==> config.mk <==
export PLATFORM = sky130hd
export DESIGN_NAME = sum_accumulator
export DESIGN_NICKNAME = d
export VERILOG_FILES = /design/src/rtl/sum_acc_pkg.sv /design/src/rtl/fin_edge_det.sv /design/src/rtl/sum_accumulator.sv
export SDC_FILE = /design/constraint.sdc
export NUM_CORES = 1
export LEC_CHECK = 0
export ABC_AREA = 1
export CAP_MARGIN = 20
export CORE_ASPECT_RATIO = 1.4
export CORE_MARGIN = 3
export CORE_UTILIZATION = 45
export CTS_CLUSTER_DIAMETER = 30
export DETAILED_ROUTE_END_ITERATION = 10
export HOLD_SLACK_MARGIN = 0.03
export PLACE_DENSITY_LB_ADDON = 0.15
export SYNTH_ARGS = -nofsm -noshare
export SYNTH_HDL_FRONTEND = slang
export SYNTH_SLANG_ARGS = --single-unit
==> constraint.sdc <==
create_clock -name clk -period 2.5 [get_ports clk]
set_input_delay 0.75 -clock clk [delete_from_list [all_inputs] [get_ports clk]]
set_output_delay 0.75 -clock clk [all_outputs]
set_load 0.005 [all_outputs]
==> src/rtl/sum_acc_pkg.sv <==
// Shared types and default sizing for the adder-result accumulator.
// Derived accumulator width is DATA_W + NUM_LOG2 so a full block can never wrap.
package sum_acc_pkg;

    localparam int DEF_DATA_W   = 16;
    localparam int DEF_NUM_LOG2 = 3;
    localparam int DEF_ACC_W    = DEF_DATA_W + DEF_NUM_LOG2;

    typedef enum logic {
        ST_ACCUM = 1'b0,
        ST_HOLD  = 1'b1
    } acc_state_e;

endpackage

==> src/rtl/fin_edge_det.sv <==
// Rising-edge detector for the adder completion flag.
// The history register resets high so a flag already asserted at reset release is ignored.
module fin_edge_det (
    input  logic clk,
    input  logic rst,
    input  logic fin,
    output logic fin_d,
    output logic rise
);

    logic fin_q;

    always_ff @(posedge clk) begin
        if (rst) begin
            fin_q <= 1'b1;
        end else begin
            fin_q <= fin;
        end
    end

    assign fin_d = fin_q;
    assign rise  = fin & ~fin_q;

endmodule

==> src/rtl/sum_accumulator.sv <==
// Accumulates blocks of 2^NUM_LOG2 adder results and offers total/mean on valid/ready.
// Optional SUM_ACC_MAX_EN adds out_max, the largest result captured in each block.
module sum_accumulator
    import sum_acc_pkg::*;
#(
    parameter int DATA_W   = DEF_DATA_W,
    parameter int NUM_LOG2 = DEF_NUM_LOG2
) (
    input  logic                       clk,
    input  logic                       rst,
    input  logic [DATA_W-1:0]          sum,
    input  logic                       fin,
    output logic [DATA_W+NUM_LOG2-1:0] out_total,
    output logic [DATA_W-1:0]          out_mean,
    output logic                       out_valid,
    input  logic                       out_ready,
    output logic [NUM_LOG2:0]          count,
`ifdef SUM_ACC_MAX_EN
    output logic [DATA_W-1:0]          out_max,
`endif
    output logic                       overrun
);

    localparam int ACC_W = DATA_W + NUM_LOG2;
    localparam int CNT_W = NUM_LOG2 + 1;
    localparam logic [CNT_W-1:0] CNT_LAST = CNT_W'((1 << NUM_LOG2) - 1);
    localparam logic [CNT_W-1:0] CNT_FULL = CNT_W'(1 << NUM_LOG2);

    acc_state_e       state_q, state_d;
    logic [ACC_W-1:0] acc_q, acc_d;
    logic [ACC_W-1:0] total_q, total_d;
    logic [CNT_W-1:0] count_q, count_d;
    logic             overrun_q, overrun_d;

    logic             cap;
    logic             fin_d_unused;
    logic [ACC_W-1:0] sum_ext;
    logic [ACC_W-1:0] acc_sum;

    fin_edge_det u_fin_edge (
        .clk   (clk),
        .rst   (rst),
        .fin   (fin),
        .fin_d (fin_d_unused),
        .rise  (cap)
    );

    assign sum_ext = ACC_W'(sum);
    assign acc_sum = acc_q + sum_ext;

`ifdef SUM_ACC_MAX_EN
    logic [DATA_W-1:0] max_run_q, max_run_d;
    logic [DATA_W-1:0] max_out_q, max_out_d;
    logic [DATA_W-1:0] sum_max;

    assign sum_max = (sum > max_run_q) ? sum : max_run_q;
`endif

    always_comb begin
        state_d   = state_q;
        acc_d     = acc_q;
        total_d   = total_q;
        count_d   = count_q;
        overrun_d = overrun_q;
`ifdef SUM_ACC_MAX_EN
        max_run_d = max_run_q;
        max_out_d = max_out_q;
`endif
        case (state_q)
            ST_ACCUM: begin
                if (cap) begin
                    if (count_q == CNT_LAST) begin
                        total_d = acc_sum;
                        acc_d   = '0;
                        count_d = CNT_FULL;
                        state_d = ST_HOLD;
`ifdef SUM_ACC_MAX_EN
                        max_out_d = sum_max;
                        max_run_d = '0;
`endif
                    end else begin
                        acc_d   = acc_sum;
                        count_d = count_q + CNT_W'(1);
`ifdef SUM_ACC_MAX_EN
                        max_run_d = sum_max;
`endif
                    end
                end
            end
            ST_HOLD: begin
                if (out_ready) begin
                    state_d = ST_ACCUM;
                    // A result landing on the handshake opens the next block.
                    if (cap) begin
                        acc_d   = sum_ext;
                        count_d = CNT_W'(1);
`ifdef SUM_ACC_MAX_EN
                        max_run_d = sum;
`endif
                    end else begin
                        acc_d   = '0;
                        count_d = '0;
                    end
                end else if (cap) begin
                    overrun_d = 1'b1;
                end
            end
            default: begin
                state_d = ST_ACCUM;
            end
        endcase
    end

    always_ff @(posedge clk) begin
        if (rst) begin
            state_q   <= ST_ACCUM;
            acc_q     <= '0;
            total_q   <= '0;
            count_q   <= '0;
            overrun_q <= 1'b0;
`ifdef SUM_ACC_MAX_EN
            max_run_q <= '0;
            max_out_q <= '0;
`endif
        end else begin
            state_q   <= state_d;
            acc_q     <= acc_d;
            total_q   <= total_d;
            count_q   <= count_d;
            overrun_q <= overrun_d;
`ifdef SUM_ACC_MAX_EN
            max_run_q <= max_run_d;
            max_out_q <= max_out_d;
`endif
        end
    end

    assign out_total = total_q;
    assign out_mean  = DATA_W'(total_q >> NUM_LOG2);
    assign out_valid = (state_q == ST_HOLD);
    assign count     = count_q;
    assign overrun   = overrun_q;
`ifdef SUM_ACC_MAX_EN
    assign out_max   = max_out_q;
`endif

endmodule

# After elaboration in Yosys (flattened, before gate mapping)

Index checks and enable logic that the tools add are counted.

Register bits after elaboration: 45
Output and inout port bits: 41
Word-level logic and storage cells: 32

Add/subtract/negate cells: 2
Eq/ne operators: 3
Mux-type cells: 14
Bitwise gates (word level): 4
Reductions and logical operators: 3

Operator list:

| kind                | count |
|---|---|
| $mux 19             | 3 |
| $pmux 19 s2         | 1 |
| $add 19x16->19      | 1 |
| $mux 16             | 1 |
| $mux 4              | 3 |
| $pmux 4 s2          | 1 |
| $reduce_and 3->1    | 2 |
| $add 4x1->4 const B | 1 |
| $eq 4x3->1 const B  | 1 |
| $mux 1              | 4 |
| $ne 2x2->1 const B  | 2 |
| $not 1->1           | 3 |
| $pmux 1 s2          | 1 |
| $reduce_and 2->1    | 1 |
| $and 1x1->1         | 1 |

# Logic depth before layout (Yosys ltp)

Gate-level depths: netlist of the first run.

Depth after elaboration: 5
Depth in mapped cells: 15

# Hierarchy

From an unflattened synthesis of the first run, not the netlist that was laid out.

Cell total of the unflattened synthesis: 454
Area total of the unflattened synthesis: 2992.9 um^2

Modules (own cells, without submodules):

| module          | times used | cells an instance | area an instance (um^2) | sequential area each (um^2) |
|---|---|---|---|---|
| sum_accumulator | 1          | 449               | 2955.3                  | 880.8 |
| fin_edge_det    | 1          | 5                 | 37.5                    | 20.0 |

# Least setup slack after synthesis of the first run

Ideal clock, no wire load.

Path type: input to register
From: input sum[0]
To: register total_q[16] (netlist: out_total[16])
Arrival time: 2116 ps
Data required time: 2391 ps
Setup slack: 275 ps
Stages on the path: 15
Cell sequence: ha_1 > inv_1 > fa_1 > inv_1 > nand3_1 > nand2_2 > nand3_1 > nand2_2 > nand3_1 > nand2_1 > nand2_1 > nand2_1 > nand2_1 > nand2_1 > inv_1

Cells in the longest elaborated chain, start to end: 1

Ends and longest elaborated chain:

| item                 | line                   | RTL |
|---|---|---|
| from (decl)          | sum_accumulator.sv:11  | `input logic [DATA_W-1:0] sum,` |
| $add 19x16->19       | sum_accumulator.sv:49  | `assign acc_sum = acc_q + sum_ext;` |
| to (signal assigned) | sum_accumulator.sv:128 | `total_q <= total_d;` |
| to (decl)            | sum_accumulator.sv:31  | `logic [ACC_W-1:0] total_q, total_d;` |

Every way passes these cells.
A chain may end at the register's enable or synchronous reset.

# Final worst setup path of the first run

From: input sum[1]
To: register total_q[16] (netlist: out_total[16])

The elaborated chain is that of the path after synthesis.

==> results of run 1 <==
## per-layer routing
layer	up-vias	wire length, µm	GRT usage [%]
met2	91	3850	36.6
met4	0	174	6.86
met3	16	377	3.61
li1	1598	-	-
met1	1374	3330	26.9
met5	-	0	0
## sequential cells by signal, indices dropped and copies added, names as in the netlist
signal	count
out_valid	1
overrun	1
acc_q	19
u_fin_edge.fin_d	1
out_total	19
count	4
## final cells by class
| cell class | instances | share of cell area, % |
|---|---|---|
| Inverter | 66 | 6.11 |
| Timing Repair Buffer | 103 | 23.2 |
| Multi-Input combinational cell | 323 | 44.3 |
| Sequential cell | 45 | 22.2 |
| Tap cell | 72 | 2.22 |
| Clock buffer | 8 | 1.98 |
## cells in the mapped netlist
library cell  instances
nand2_1             118
inv_1                62
nor2_1               57
dfxtp_1              45
a21oi_1              24
nand3_1              23
o21ai_0              22
buf_4                18
ha_1                 17
nand2_2              10
a22o_1                7
xor2_1                7
a31oi_1               6
buf_2                 5
clkbuf_1              4
inv_2                 4
nor2_4                4
a21oi_2               3
and2_1                3
nor2_2                3
o211ai_1              3
nand3_2               2
nand4_1               2
xnor2_1               2
a21o_1                1
a22oi_1               1
and2_4                1
buf_1                 1
fa_1                  1
nand2_4               1
nor3_1                1
o21a_1                1
o21bai_1              1
o22ai_1               1
or2_1                 1
## logic make-up after synthesis
kind of cell / share of synthesized area [%]
xor+xnor: 2.60
simple gates: 32.3
buf+inv: 14.1
fa+ha+maj: 7.67
compound gates: 13.7
flops: 29.7
## through the flow
stage / setup slack [ns] / area [µm²]
6_report: 0.114 / 4050
5_1_grt: -0.000707 / 4050
4_1_cts: 0.0232 / 3970
3_5_place_dp: -0.363 / 3880
3_3_place_gp: -0.318 / 3880
2_1_floorplan: 0.275 / 3030
## worst min-delay path by stage
stage	end	slack, ns	cells past startpoint
3_5_place_dp	acc_q[18]$_SDFFE_PP0P_	0.49	2
6_report	acc_q[18]$_SDFFE_PP0P_	0.50	2
4_1_cts	acc_q[18]$_SDFFE_PP0P_	0.50	2
3_3_place_gp	overrun$_SDFFE_PP0P_	0.46	2
5_1_grt	acc_q[18]$_SDFFE_PP0P_	0.52	2
2_1_floorplan	acc_q[18]$_SDFFE_PP0P_	0.46	2
## critical path, stage by stage
cell and delay (ns):
clkdlybuf4s50_1 0.48, inv_1 0.08, fa_2 0.40, inv_1 0.08, nand3_1 0.08, nand2_2 0.09
nand3_1 0.09, nand2_2 0.11, nand3_1 0.09, nand2_1 0.07, nand2_1 0.06, nand2_1 0.07
nand2_1 0.05, nand2_1 0.05, inv_1 0.03
## power groups by stage
stage               clock (µW)  sequential, µW  combinational (µW)
finish                     436             738                 327
global route               491             740                 363
CTS                        458             737                 312
detailed placement           0             753                 309
global placement             0             753                 304
floorplan                    0             751                 172
## timing repair
action                                  CTS  global route
gates resized for setup                   3            13
endpoints found under the setup margin    5            15
pin swaps                                 0             4
endpoints found under the hold margin     0             0
buffers inserted                          0             0
==> key figures, run 1 <==
Setup path
  • CP Capture Type: flop
  • Critical path destination: out_total[16]$_SDFFE_PP0P_
  • Critical Path AT: 2.58 ns
  • Reg2Reg Depth: 15
  • Reg2reg start: acc_q[0]$_SDFFE_PP0P_
  • CP Launch Type: primary input
  • RR Endpoint: out_total[16]$_SDFFE_PP0P_
  • Worst EP required: 2.70 ns
  • Critical path type: primary input to flop
  • Crit-path max FO: 3
  • Critical Path Start: sum[1]
  • Flop2flop setup slack: 0.61 ns

Yosys
  • Post-synthesis register bit count: 45
  • Seq/Total Area, Yosys: 29.7%
  • Avg Synthesized Cell Area: 6.57 µm²
  • Mapped cell area: 3030 µm²
  • Synth area leader: dfxtp_1
  • Mapped Cells: 462
  • Count of unique library cells instantiated by Yosys: 35
  • Post-synth top area share: 29.7%
  • Syn_nets: 500
  • Yosys warnings: 0
  • Leading post-synthesis cells by cell area: dfxtp_1 30%, nand2_1 15%, inv_1 7.7%, nor2_1 7.1%, ha_1 7.0%

Finish
  • Fill cells: 615
  • Most common cell after layout, fill and taps aside: nand2_1
  • Final non-filler cell total: 617
  • Register Area: 901 µm²
  • Area Overhead vs Synth: 33.5%
  • Commonest cells after routing, fill and taps aside: 116 x nand2_1, 62 x inv_1, 59 x clkdlybuf4s50_1, 57 x nor2_1, 45 x dfxtp_1
  • Inserted Diodes: 0
  • Final nets: 582
  • Layout cell share with drive strength beyond 1: 16.3%
  • Multi-input gate area: 1790 µm²
  • Final core utilization: 63.5%

Floorplan
  • IO Pins: 61
  • Die H: 103 µm
  • Chip width: 75.4 µm
  • Die Area: 7780 µm²
  • Starting Density: 47.5%
  • Core area: 6380 µm²
  • Site Rows: 34

Detailed routing
  • Drt pass-1 iters: 4
  • DR iter-0 viols: 146
  • Vias per std cell: 4.99
  • Final wirelength: 7740 µm
  • DRC errors left: 0
  • Vias: 3,079
  • WL/cell: 12.5 µm
  • Antenna-violating nets left: 0

Power
  • Total power: 1500 µW
  • Worst vdd ir: 0.249 mV
  • Psw: 416 µW
  • Pleak: 0.00196 µW
  • Combinational power share: 21.8%
  • Clock power frac: 29.1%
  • Sequential share of power: 49.1%
  • Net Sw Frac: 27.7%
  • Pwr per Cell Area: 371 nW/µm²
  • Pint: 1090 µW

STA
  • Tmin final: 2.39 ns
  • Worst slew pin tran: 0.448 ns
  • Relative slew slack: 70.1%
  • Pins over their slew limit: 0
  • Fin. Hold Viols: 0
  • Worst-case clock skew: 0.00891 ns
  • Final setup viols: 0
  • FMAX: 419 MHz
  • Min Hold Slack: 0.496 ns
  • Period utilization: 95.4%
  • Setup_tns: 0 ns

Clocking
  • CTS tree: built
  • Worst skew pair latency: 0.30 ns
  • Clk root buf: clkbuf_8
  • Num Clock Sinks: 45
  • CTS max path bufs: 2
  • CTS clk-pin slew, worst paths: 0.08 ns
  • Hold_buf cts: 0
  • Num CTS Buffers: 5
  • H-tree depth: 2

GRT
  • Total congestion overflow: 0
  • First-pass GRT wire length: 13,100 µm
  • Gr usage total: 21.4%
  • Largest net degree at the start of global routing: 26
  • Initial antenna violation count: 0
  • Vias in the first global route: 3,022

Worst hold path
  • HP Class: flop to flop
  • Worst hold start: acc_q[18]$_SDFFE_PP0P_

Placed design
  • Port bufs: 60
  • GP Congestion: 0.970
  • Dpl hpwl: 5960 µm
  • Dpl cells: 609

Job
  • Max Cap Violations: 0

Run status
  • Status: completed
Power figures use the tool's default switching activity.
==> inputs of run 2 (changes only) <==
- ABC_CLOCK_PERIOD_IN_PS: not set -> 2500
==> results of run 2 <==
Final layout, timing and power as in run 1 (identical DEF).
